--- src/rtl/aes_round_ctrl.sv ---
// Round sequencer for the AES-128 encryption datapath: drives the initial AddRoundKey,
// the rounds, key-expansion steps and Rcon, then holds the result until it is acknowledged.
module aes_round_ctrl #(
    parameter int unsigned NUM_ROUNDS   = 10,
    parameter int unsigned ROUND_CYCLES = 1
) (
    input  logic       clk,
    input  logic       reset,
    input  logic       start,
    input  logic       key_valid,
    input  logic       abort,
    input  logic       rd_ack,
    output logic       busy,
    output logic       init_ark,
    output logic       load_state,
    output logic       key_step,
    output logic       skip_mix,
    output logic [3:0] round,
    output logic [7:0] rcon,
    output logic       result_valid
);

    typedef enum logic [2:0] {
        StIdle,
        StInit,
        StRound,
        StFinal,
        StDone
    } state_e;

    localparam logic [3:0] LastRound = 4'(NUM_ROUNDS);
    localparam logic [3:0] LastCc    = 4'(ROUND_CYCLES - 1);
    localparam logic [7:0] RconInit  = 8'h01;

    state_e     state_q, state_d;
    logic [3:0] round_q, round_d;
    logic [3:0] cc_q, cc_d;
    logic [7:0] rcon_q, rcon_d;
    logic       last_cycle;

    function automatic logic [7:0] xtime(input logic [7:0] b);
        return {b[6:0], 1'b0} ^ (b[7] ? 8'h1B : 8'h00);
    endfunction

    assign last_cycle = (cc_q == LastCc);

    always_comb begin
        state_d = state_q;
        round_d = round_q;
        cc_d    = cc_q;
        rcon_d  = rcon_q;
        unique case (state_q)
            StIdle: begin
                if (start && key_valid) begin
                    state_d = StInit;
                    round_d = 4'd0;
                    cc_d    = 4'd0;
                    rcon_d  = RconInit;
                end
            end
            StInit: begin
                state_d = StRound;
                round_d = 4'd1;
                cc_d    = 4'd0;
                rcon_d  = xtime(rcon_q);
            end
            StRound: begin
                if (last_cycle) begin
                    cc_d    = 4'd0;
                    round_d = round_q + 4'd1;
                    rcon_d  = xtime(rcon_q);
                    if (round_q + 4'd1 == LastRound) begin
                        state_d = StFinal;
                    end
                end else begin
                    cc_d = cc_q + 4'd1;
                end
            end
            StFinal: begin
                if (last_cycle) begin
                    state_d = StDone;
                    cc_d    = 4'd0;
                end else begin
                    cc_d = cc_q + 4'd1;
                end
            end
            StDone: begin
                if (rd_ack) begin
                    state_d = StIdle;
                    round_d = 4'd0;
                    rcon_d  = RconInit;
                end
            end
            default: state_d = StIdle;
        endcase
        // Abort overrides every transition, including a start taken in the same cycle.
        if (abort) begin
            state_d = StIdle;
            round_d = 4'd0;
            cc_d    = 4'd0;
            rcon_d  = RconInit;
        end
    end

    always_ff @(posedge clk or posedge reset) begin
        if (reset) begin
            state_q <= StIdle;
            round_q <= 4'd0;
            cc_q    <= 4'd0;
            rcon_q  <= RconInit;
        end else begin
            state_q <= state_d;
            round_q <= round_d;
            cc_q    <= cc_d;
            rcon_q  <= rcon_d;
        end
    end

    // Only the two write enables see abort directly, so an aborted cycle never commits.
    always_comb begin
        busy         = (state_q == StInit) || (state_q == StRound) || (state_q == StFinal);
        init_ark     = (state_q == StInit);
        skip_mix     = (state_q == StFinal);
        result_valid = (state_q == StDone);
        load_state   = !abort && ((state_q == StInit) ||
                                  (((state_q == StRound) || (state_q == StFinal)) && last_cycle));
        key_step     = !abort && ((state_q == StInit) || ((state_q == StRound) && last_cycle));
        round        = round_q;
        rcon         = rcon_q;
    end

endmodule

--- config.mk ---
export PLATFORM = sky130hd
export DESIGN_NAME = aes_round_ctrl
export DESIGN_NICKNAME = d
export VERILOG_FILES = /design/src/rtl/aes_round_ctrl.sv
export SDC_FILE = /design/constraint.sdc
export NUM_CORES = 1
export LEC_CHECK = 0
export ABC_AREA = 1
export CAP_MARGIN = 5
export CELL_PAD_IN_SITES_DETAIL_PLACEMENT = 1
export CELL_PAD_IN_SITES_GLOBAL_PLACEMENT = 1
export CORE_ASPECT_RATIO = 1.2
export CORE_MARGIN = 4
export CORE_UTILIZATION = 30
export CTS_CLUSTER_SIZE = 20
export DETAILED_ROUTE_END_ITERATION = 12
export GPL_TIMING_DRIVEN = 0
export PLACE_DENSITY_LB_ADDON = 0.1
export SYNTH_ARGS = -nofsm -noshare
export SYNTH_HDL_FRONTEND = slang
export SYNTH_SLANG_ARGS = --single-unit
--- constraint.sdc ---
create_clock -name clk -period 1.6 [get_ports clk]
set_clock_uncertainty 0.1 [all_clocks]
set_input_delay 0.48 -clock clk [delete_from_list [all_inputs] [get_ports clk]]
set_output_delay 0.48 -clock clk [all_outputs]
set_load 0.01 [all_outputs]
==> results of run 1 <==
## metal layers
layer / vias to the layer above / share of wire (%)
met4: 0 / 0.47
met5: - / 0
li1: 636 / -
met1: 670 / 39
met2: 28 / 58
met3: 2 / 2.9
## state kept, by name, summed over array words and instances (netlist names)
name,count
state_q,3
round,4
rcon,8
cc_q,4
## worst paths after layout
check                      slack (ps)                   to  cells after the start
hold / removal                    400  rcon[4]$_DFFE_PP0P_                      2
setup / recovery                 -380           load_state                      5
setup reg to reg                 -120  rcon[5]$_DFFE_PP0P_                     11
min in group asynchronous         570  cc_q[1]$_DFFE_PP0P_                      2
hold reg to reg                   400  rcon[4]$_DFFE_PP0P_                      2
max in group asynchronous         260  rcon[7]$_DFFE_PP0P_                      2
## area by class of cell
cell class / count / area (sq um)
sequential: 19 / 481.7
timing repair buffer: 55 / 486.7
fill: 461 / 1936
multi-input combinational: 119 / 883.3
clock buffer: 4 / 45.04
tap: 54 / 67.56
buffer: 3 / 33.78
inverter: 25 / 101.3
## worst max-delay path: stages (launching register included)
cell	delay, ps
dfrtp_1	400
inv_2	90
ha_4	150
nand3_4	120
a211oi_4	210
buf_2	160
## logic make-up after synthesis
family	synth area share [%]
AOI/OAI and AO/OA	3.419
xor gates and xnor gates	3.419
adders and majority gates	3.906
buffers and inverters	10.06
DFF	37.21
and+or+nand+nor	41.99
## power groups by stage
stage	combinational [mW]	sequential, mW	clock, mW
final	1.88	0.636	0.346
after global placement	1.14	0.668	0
after floorplan	0.776	0.670	0
after detailed placement	1.16	0.674	0
after global routing	2.05	0.648	0.384
after CTS	1.67	0.638	0.351
## cells in the final DEF (no fill, tap or decap), types with 2 or more instances in the layout
cell type | Yosys | layout
nand2_1 | 44 | 35
buf_4 | 1 | 20
buf_6 | 2 | 18
inv_1 | 21 | 16
nor2_1 | 17 | 15
nand3_2 | 14 | 15
dfrtp_1 | 18 | 14
dlygate4sd2_1 | 0 | 11
nand2_2 | 3 | 8
nor2_4 | 3 | 7
nand3_4 | 0 | 7
inv_2 | 4 | 6
nand2_4 | 0 | 4
clkdlybuf4s50_1 | 0 | 4
buf_2 | 1 | 4
dfrtp_2 | 0 | 4
inv_4 | 0 | 3
xnor2_1 | 3 | 3
nand4_1 | 3 | 3
a21oi_1 | 4 | 3
ha_1 | 4 | 3
clkbuf_8 | 0 | 3
nand3_1 | 10 | 2
xor2_1 | 2 | 2
o21ai_0 | 2 | 2
and2_1 | 2 | 2
nor3_1 | 3 | 2
## Yosys cell counts (all sizes together), types with 2 or more instances
library cell	number	share of area (%)
xor2	2	1.4
nor2	22	8.6
buf	4	2.7
a21oi	4	1.6
nor3	3	1.2
xnor2	3	2.1
nand3	24	15
ha	4	3.9
nand2	47	14
nand4	3	1.5
inv	25	7.3
o21ai	2	0.78
dfrtp	18	35
and2	2	0.98
## stage by stage
stage / cells / util, % / instance area, sq um / TNS [ps] / hold slack (ps)
final: 279 / 52.03 / 2100 / -2931 / 403.1
after global routing: 279 / 52.03 / 2100 / -4967 / 451.2
after CTS: 275 / 48.03 / 1938 / -2094 / 405.4
after detailed placement: 244 / 40.53 / 1635 / -14300 / 385.3
after global placement: 244 / 40.53 / 1635 / -13360 / 378.9
after floorplan: 167 / - / 1338 / -6.658 / 330.4
## timing repair
item,CTS,global route
setup buffers,26,6
pin swaps,6,18
endpoints found under the setup margin,37,23
resized for setup,67,37
gates cloned,1,0
hold buffers,0,0
==> impl_metrics.ini, run 1 <==
[outcome]
status = finished, violations left
violations = negative setup slack

[synthesis]
syn_area_sq_um = 1281
synth_cell_types = 25
synth_nets = 177
async_reset_ff_share_pct = 100.0
ys_dominant_reg_cell = dfrtp_1
synth_cells = 167
seq_area_frac_synth_pct = 37.21
yosysWarningCount = 0
synth-seq-cells = 19
syn_avg_cell_area_sq_um = 7.672
synth-edff-count = 0

[floorplan]
num_rows = 25
ios = 24
core-area_sq_um = 4035
die_w_microns = 67.66
die_h_microns = 79.59
die_area_sq_um = 5385
start_util_pct = 31.75

[worst_setup_path]
cp-start-kind = flip-flop
cp.arrival_ps = 1400
r2r_start = state_q[0]$_DFFE_PP0P_
startpoint = cc_q[0]$_DFFE_PP0P_
crit_fanout = 5
cp.required_ps = 1020
cp-end-kind = output pin
crit_type = reg2out

[power_and_ir_drop]
power_frac_comb_pct = 65.7
cellPowerDensity_nw_per_um2 = 1365
p_total_mw = 2.866
switchingPower_mw = 1.245
clockPowerShare_pct = 12.1
p_int_mw = 1.621
p_leak_nw = 1.021
p_seq_share_pct = 22.2
switching_share_pct = 43.44
ir_drop_v = 0.0008219

[timing]
period_share_pct = 123.5
setup_viol = 21
relSlewSlack_pct = 45.83
setup_slack_ps = -375.7
rsz0062_at_grt = yes
worstMarginPinSlew_ps = 811.7
hold_viol_final = 0
slew_violations = 0
fmax_mhz = 506.1
fin_crit_ps = 1976

[detailed_routing]
drt_pass1_iterations = 4
vias_per_cell = 4.789
finalWirelength_microns = 4283
wire_per_inst_microns = 15.35
drt_iter0_drc = 42
dr_total_vias = 1336
drc_errors = 0
route.antenna.remaining_nets = 0

[cells_and_area]
diodes = 0
drive_above_1_share_pct = 46.67
synthToLayoutAreaGrowth_pct = 63.87
fin_nets = 236

[global_route]
antenna_found_initial = 0
global_route.usage.met2_pct = 32.23
grt_pass1_vias = 1486
grtUsageTotal_pct = 16.83
grt_max_degree = 20
met3_usage_pct = 1.972
overflow = 0
grtUsageMet1_pct = 18.85
grt_busiest_layer = met2
grt_pass1_wl_microns = 6941

[clock_tree]
tritoncts = built
cts-root-buf = clkbuf_8
clk_latency_ps = 260
clock_sinks = 19
cts_buffers = 3
cts_buffer_depth = 2
clkTransAtPathRegs_ps = 70
htree_levels = 1

[placement]
gp_congestion = 0.7982
hpwlAfterDp_microns = 2511
port_buffers = 23
dp_slack_ps = -1083

[min_path]
min_from = rcon[4]$_DFFE_PP0P_
hp-class = reg2reg

[job]
cap_viol_max_count = 0
(Power assumes the default switching activity.)
==> run 2: changes to the inputs <==
--- a/config.mk
+++ b/config.mk
@@ -8,2 +8,3 @@
 export ABC_AREA = 1
+export ABC_CLOCK_PERIOD_IN_PS = 1600
 export CAP_MARGIN = 5
--- a/constraint.sdc
+++ b/constraint.sdc
@@ -4,2 +4,2 @@
 set_output_delay 0.48 -clock clk [all_outputs]
-set_load 0.01 [all_outputs]
+set_load 0.02 [all_outputs]
==> impl_metrics.ini, run 2 (same netlist as run 1, synthesis figures left out) <==
[power_and_ir_drop]
clockPowerShare_pct = 10.2
switchingPower_mw = 1.453
switching_share_pct = 43.41
p_int_mw = 1.894
cellPowerDensity_nw_per_um2 = 1476
ir_drop_v = 0.0007229
p_seq_share_pct = 19.2
p_leak_nw = 1.049
power_frac_comb_pct = 70.6

[detailed_routing]
wire_per_inst_microns = 16.24
vias_per_cell = 4.723
drt_pass1_iterations = 4
route.antenna.remaining_nets = 0
drt_iter0_drc = 47
finalWirelength_microns = 4693
drc_errors = 0
dr_total_vias = 1365

[worst_setup_path]
cp.required_ps = 1020
cp-start-kind = flip-flop
crit_type = reg2out
crit_fanout = 4
cp-end-kind = output pin
cp.arrival_ps = 1440

[outcome]
violations = negative setup slack
status = finished, violations left

[clock_tree]
clk_latency_ps = 260
cts_buffers = 3
tritoncts = built
holdBufCountCts = 0
cts-root-buf = clkbuf_8
cts_buffer_depth = 2
clock_sinks = 19
htree_levels = 1
clkTransAtPathRegs_ps = 80

[cells_and_area]
postLayoutCellArea_sq_um = 2267
drive_above_1_share_pct = 54.47
largest_reg_flops = 8
diodes = 0
most-common-layout-cells = nand2_1, buf_4, buf_6, nand3_2
synthToLayoutAreaGrowth_pct = 76.95
fin_nets = 246
layout_commonest_cell = nand2_1

[floorplan]
die_w_microns = 67.66
core-area_sq_um = 4035
ios = 24
start_util_pct = 31.75
num_rows = 25
die_h_microns = 79.59
die_area_sq_um = 5385

[timing]
fin_crit_ps = 2020
setup_viol = 25
hold_viol_final = 0
worstMarginPinSlew_ps = 799.3
slew_violations = 0
period_share_pct = 126.2
relSlewSlack_pct = 46.65
holdWs_ps = 402.5
fin_tns_setup_ps = -4497
setup_slack_ps = -419.8
fmax_mhz = 495.1
rsz0062_at_grt = yes

[job]
cap_viol_max_count = 0

[global_route]
overflow = 0
grtUsageTotal_pct = 17.33
antenna_found_initial = 0
grt_pass1_wl_microns = 7162
grt_pass1_vias = 1467
grt_max_degree = 20

[placement]
dpl_cell_area_sq_um = 1662
port_buffers = 23
gp_congestion = 0.7721
hpwlAfterDp_microns = 2533

[min_path]
hp-class = reg2reg
==> run 2: cell types whose count changed in the layout (fill, tap and decap cells not counted), moves of 3 or more <==
cell             previous run  this run
buf_4                      20        29
dlygate4sd2_1              11         2
clkdlybuf4s15_1             0         5
clkdlybuf4s15_2             1         5
buf_2                       4         1
nand2_1                    35        32
==> run 2: path summary, 6_finish.rpt <==
check	slack, ps	to	depth (start not counted)	startpoint
worst min-delay path	400	rcon[4]$_DFFE_PP0P_	2	rcon[4]$_DFFE_PP0P_
worst min register to register	400	rcon[4]$_DFFE_PP0P_	2	rcon[4]$_DFFE_PP0P_
max in group asynchronous	280	rcon[7]$_DFFE_PP0P_	2	reset
worst max-delay path	-420	key_step	6	state_q[2]$_DFFE_PP0P_
worst max register to register	-240	rcon[2]$_DFFE_PP0P_	13	state_q[0]$_DFFE_PP0P_
min in group asynchronous	570	state_q[1]$_DFFE_PP0P_	2	reset
==> run 2: area by class of cell <==
cell class	instances	area, sq um
Buffer	3	33.78
Clock buffer	3	41.29
Clock inverter	1	5.005
Fill cell	461	1768
Inverter	25	98.84
Multi-Input combinational cell	119	910.9
Sequential cell	19	484.2
Tap cell	54	67.56
Timing Repair Buffer	65	625.6
==> run 2: what timing repair did <==
| item | CTS | global route |
|---|---|---|
| gates cloned | 2 | 0 |
| resized for setup | 98 | 33 |
| pin swaps | 15 | 11 |
| setup endpoints to repair | 37 | 34 |
| setup buffers | 26 | 16 |
==> run 2: metal layers <==
metal  wire (microns)  track usage, %  part of all wire, %  up-vias
li1                 -               -                    -      658
met1             1818           20.35                   39      681
met4               48           3.854                  1.0        0
met3              107           1.690                  2.3        4
met5                0               0                    0        -
met2             2719           32.72                   58       22
==> run 2: power by group through the flow <==
| stage | combinational, mW | clock (mW) | sequential, mW |
|---|---|---|---|
| 3_3_place_gp | 1.25 | 0 | 0.672 |
| 4_1_cts | 2.06 | 0.350 | 0.660 |
| 3_5_place_dp | 1.27 | 0 | 0.679 |
| 2_1_floorplan | 0.852 | 0 | 0.705 |
| 6_report | 2.36 | 0.341 | 0.644 |
| 5_1_grt | 2.53 | 0.378 | 0.658 |
==> run 2: stage by stage <==
step	setup slack, ps	total power [mW]	util, %	cells
after floorplan	-31.48	1.557	-	167
after global placement	-1151	1.921	41.18	244
after detailed placement	-1156	1.952	41.18	244
after CTS	-363.3	3.068	51.94	276
after global routing	-481.3	3.563	56.19	289
final	-419.8	3.346	56.19	289
==> run 2: worst max-delay path, cell delays in order, from the launching register on <==
cell and delay (ps):
dfrtp_2 460, inv_4 120, nand3_2 150, nand2_4 140
nand2_8 50, a21oi_4 120, buf_6 130
==> run 3: changes to the inputs <==
- CTS_BUF_LIST: not set -> sky130_fd_sc_hd__clkbuf_4 sky130_fd_sc_hd__clkbuf_8
- PLACE_DENSITY_LB_ADDON: 0.1 -> 0.25
- SKIP_LAST_GASP: not set -> 1
==> impl_metrics.ini, run 3 (same netlist as run 1, synthesis figures left out) <==
[timing]
holdWs_ps = 406.3
worstMarginPinSlew_ps = 804.4
fmax_mhz = 503.1
hold_viol_final = 0
rsz0062_at_grt = yes
fin_crit_ps = 1988
setup_viol = 18
setup_slack_ps = -387.7
relSlewSlack_pct = 46.31
slew_violations = 0
period_share_pct = 124.2
fin_tns_setup_ps = -4397

[worst_setup_path]
cp-end-kind = output pin
cp-start-kind = flip-flop
cp.required_ps = 1020
crit_type = reg2out
crit_fanout = 4
startpoint = state_q[2]$_DFFE_PP0P_
cp.arrival_ps = 1410
r2r_start = cc_q[0]$_DFFE_PP0P_

[detailed_routing]
vias_per_cell = 4.735
finalWirelength_microns = 4474
route.antenna.remaining_nets = 0
wire_per_inst_microns = 15.81
drt_iter0_drc = 36
drc_errors = 0
drt_pass1_iterations = 4
dr_total_vias = 1340

[cells_and_area]
utilization_pct = 52.74
most-common-layout-cells = nand2_1, buf_4, inv_1, nor2_1
fin_nets = 240
diodes = 0
largest_reg_flops = 8
drive_above_1_share_pct = 46.29
synthToLayoutAreaGrowth_pct = 66.11
layout_commonest_cell = nand2_1

[power_and_ir_drop]
p_total_mw = 3.076
cellPowerDensity_nw_per_um2 = 1445
ir_drop_v = 0.0006525
p_leak_nw = 1.025

[placement]
dp_slack_ps = -1212
port_buffers = 23
gp_congestion = 0.7813
hpwlAfterDp_microns = 2672

[global_route]
grt_max_degree = 20
grt_pass1_vias = 1460
overflow = 0
antenna_found_initial = 0
grtUsageTotal_pct = 16.53
grt_pass1_wl_microns = 6748

[floorplan]
num_rows = 25
die_h_microns = 79.59
core-area_sq_um = 4035
die_w_microns = 67.66
die_area_sq_um = 5385
start_util_pct = 31.75
ios = 24

[clock_tree]
holdBufCountCts = 0
tritoncts = built
clk_latency_ps = 260
clkTransAtPathRegs_ps = 80
htree_levels = 1
clock_sinks = 19
cts_buffers = 3
cts_buffer_depth = 2
cts-root-buf = clkbuf_8

[outcome]
status = finished, violations left
violations = negative setup slack

[min_path]
hp-class = reg2reg
min_from = rcon[0]$_DFFE_PP1P_

[job]
cap_viol_max_count = 0
-- run 3: worst max-delay path: stages (launching register included) --
cell	delay, ps
dfrtp_2	460
inv_4	120
nand3_4	120
buf_4	160
a21oi_4	140
buf_6	140
-- run 3: where the power goes --
group	total, mW	internal, mW	switching, mW	leakage (nW)
combinational	2.06	0.989	1.07	0.751
clock	0.367	0.174	0.193	0.0255
sequential	0.648	0.568	0.0807	0.249
total	3.08	1.73	1.35	1.03
-- run 3: worst paths after layout --
check | to | slack, ps | cells after the start
max in group asynchronous | state_q[0]$_DFFE_PP0P_ | 290 | 2
worst min-delay path | rcon[0]$_DFFE_PP1P_ | 410 | 2
worst max register to register | round[0]$_DFFE_PP0P_ | -240 | 11
worst max-delay path | key_step | -390 | 5
worst min register to register | rcon[0]$_DFFE_PP1P_ | 410 | 2
min in group asynchronous | rcon[1]$_DFFE_PP0P_ | 560 | 2
-- run 3: layer usage --
layer,GRT usage [%],vias up,part of all wire [%]
li1,-,647,-
met1,18.38,660,40
met2,30.77,23,55
met3,1.831,10,3.1
met4,6.694,0,2.0
met5,0,-,0
-- run 3: through the flow --
stage,std cells,cell area (sq um)
detailed placement,244,1662
global placement,244,1662
global route,283,2128
floorplan,167,1364
CTS,271,1966
finish,283,2128
-- run 3: final cells by class --
type,instances,area [sq um]
flip-flops and latches,19,484.2
clock buffers,3,41.29
fillers,478,1907
multi-input cells,119,833.3
well taps,54,67.56
inverters,25,96.34
clock inverters,1,5.005
repair buffers,58,544.3
plain buffers,4,56.30
-- run 3: what timing repair did --
action	4_1_cts	5_1_grt
pin swaps	6	5
resized for setup	75	25
setup endpoints to repair	37	34
buffers inserted	22	11
gates cloned	1	1
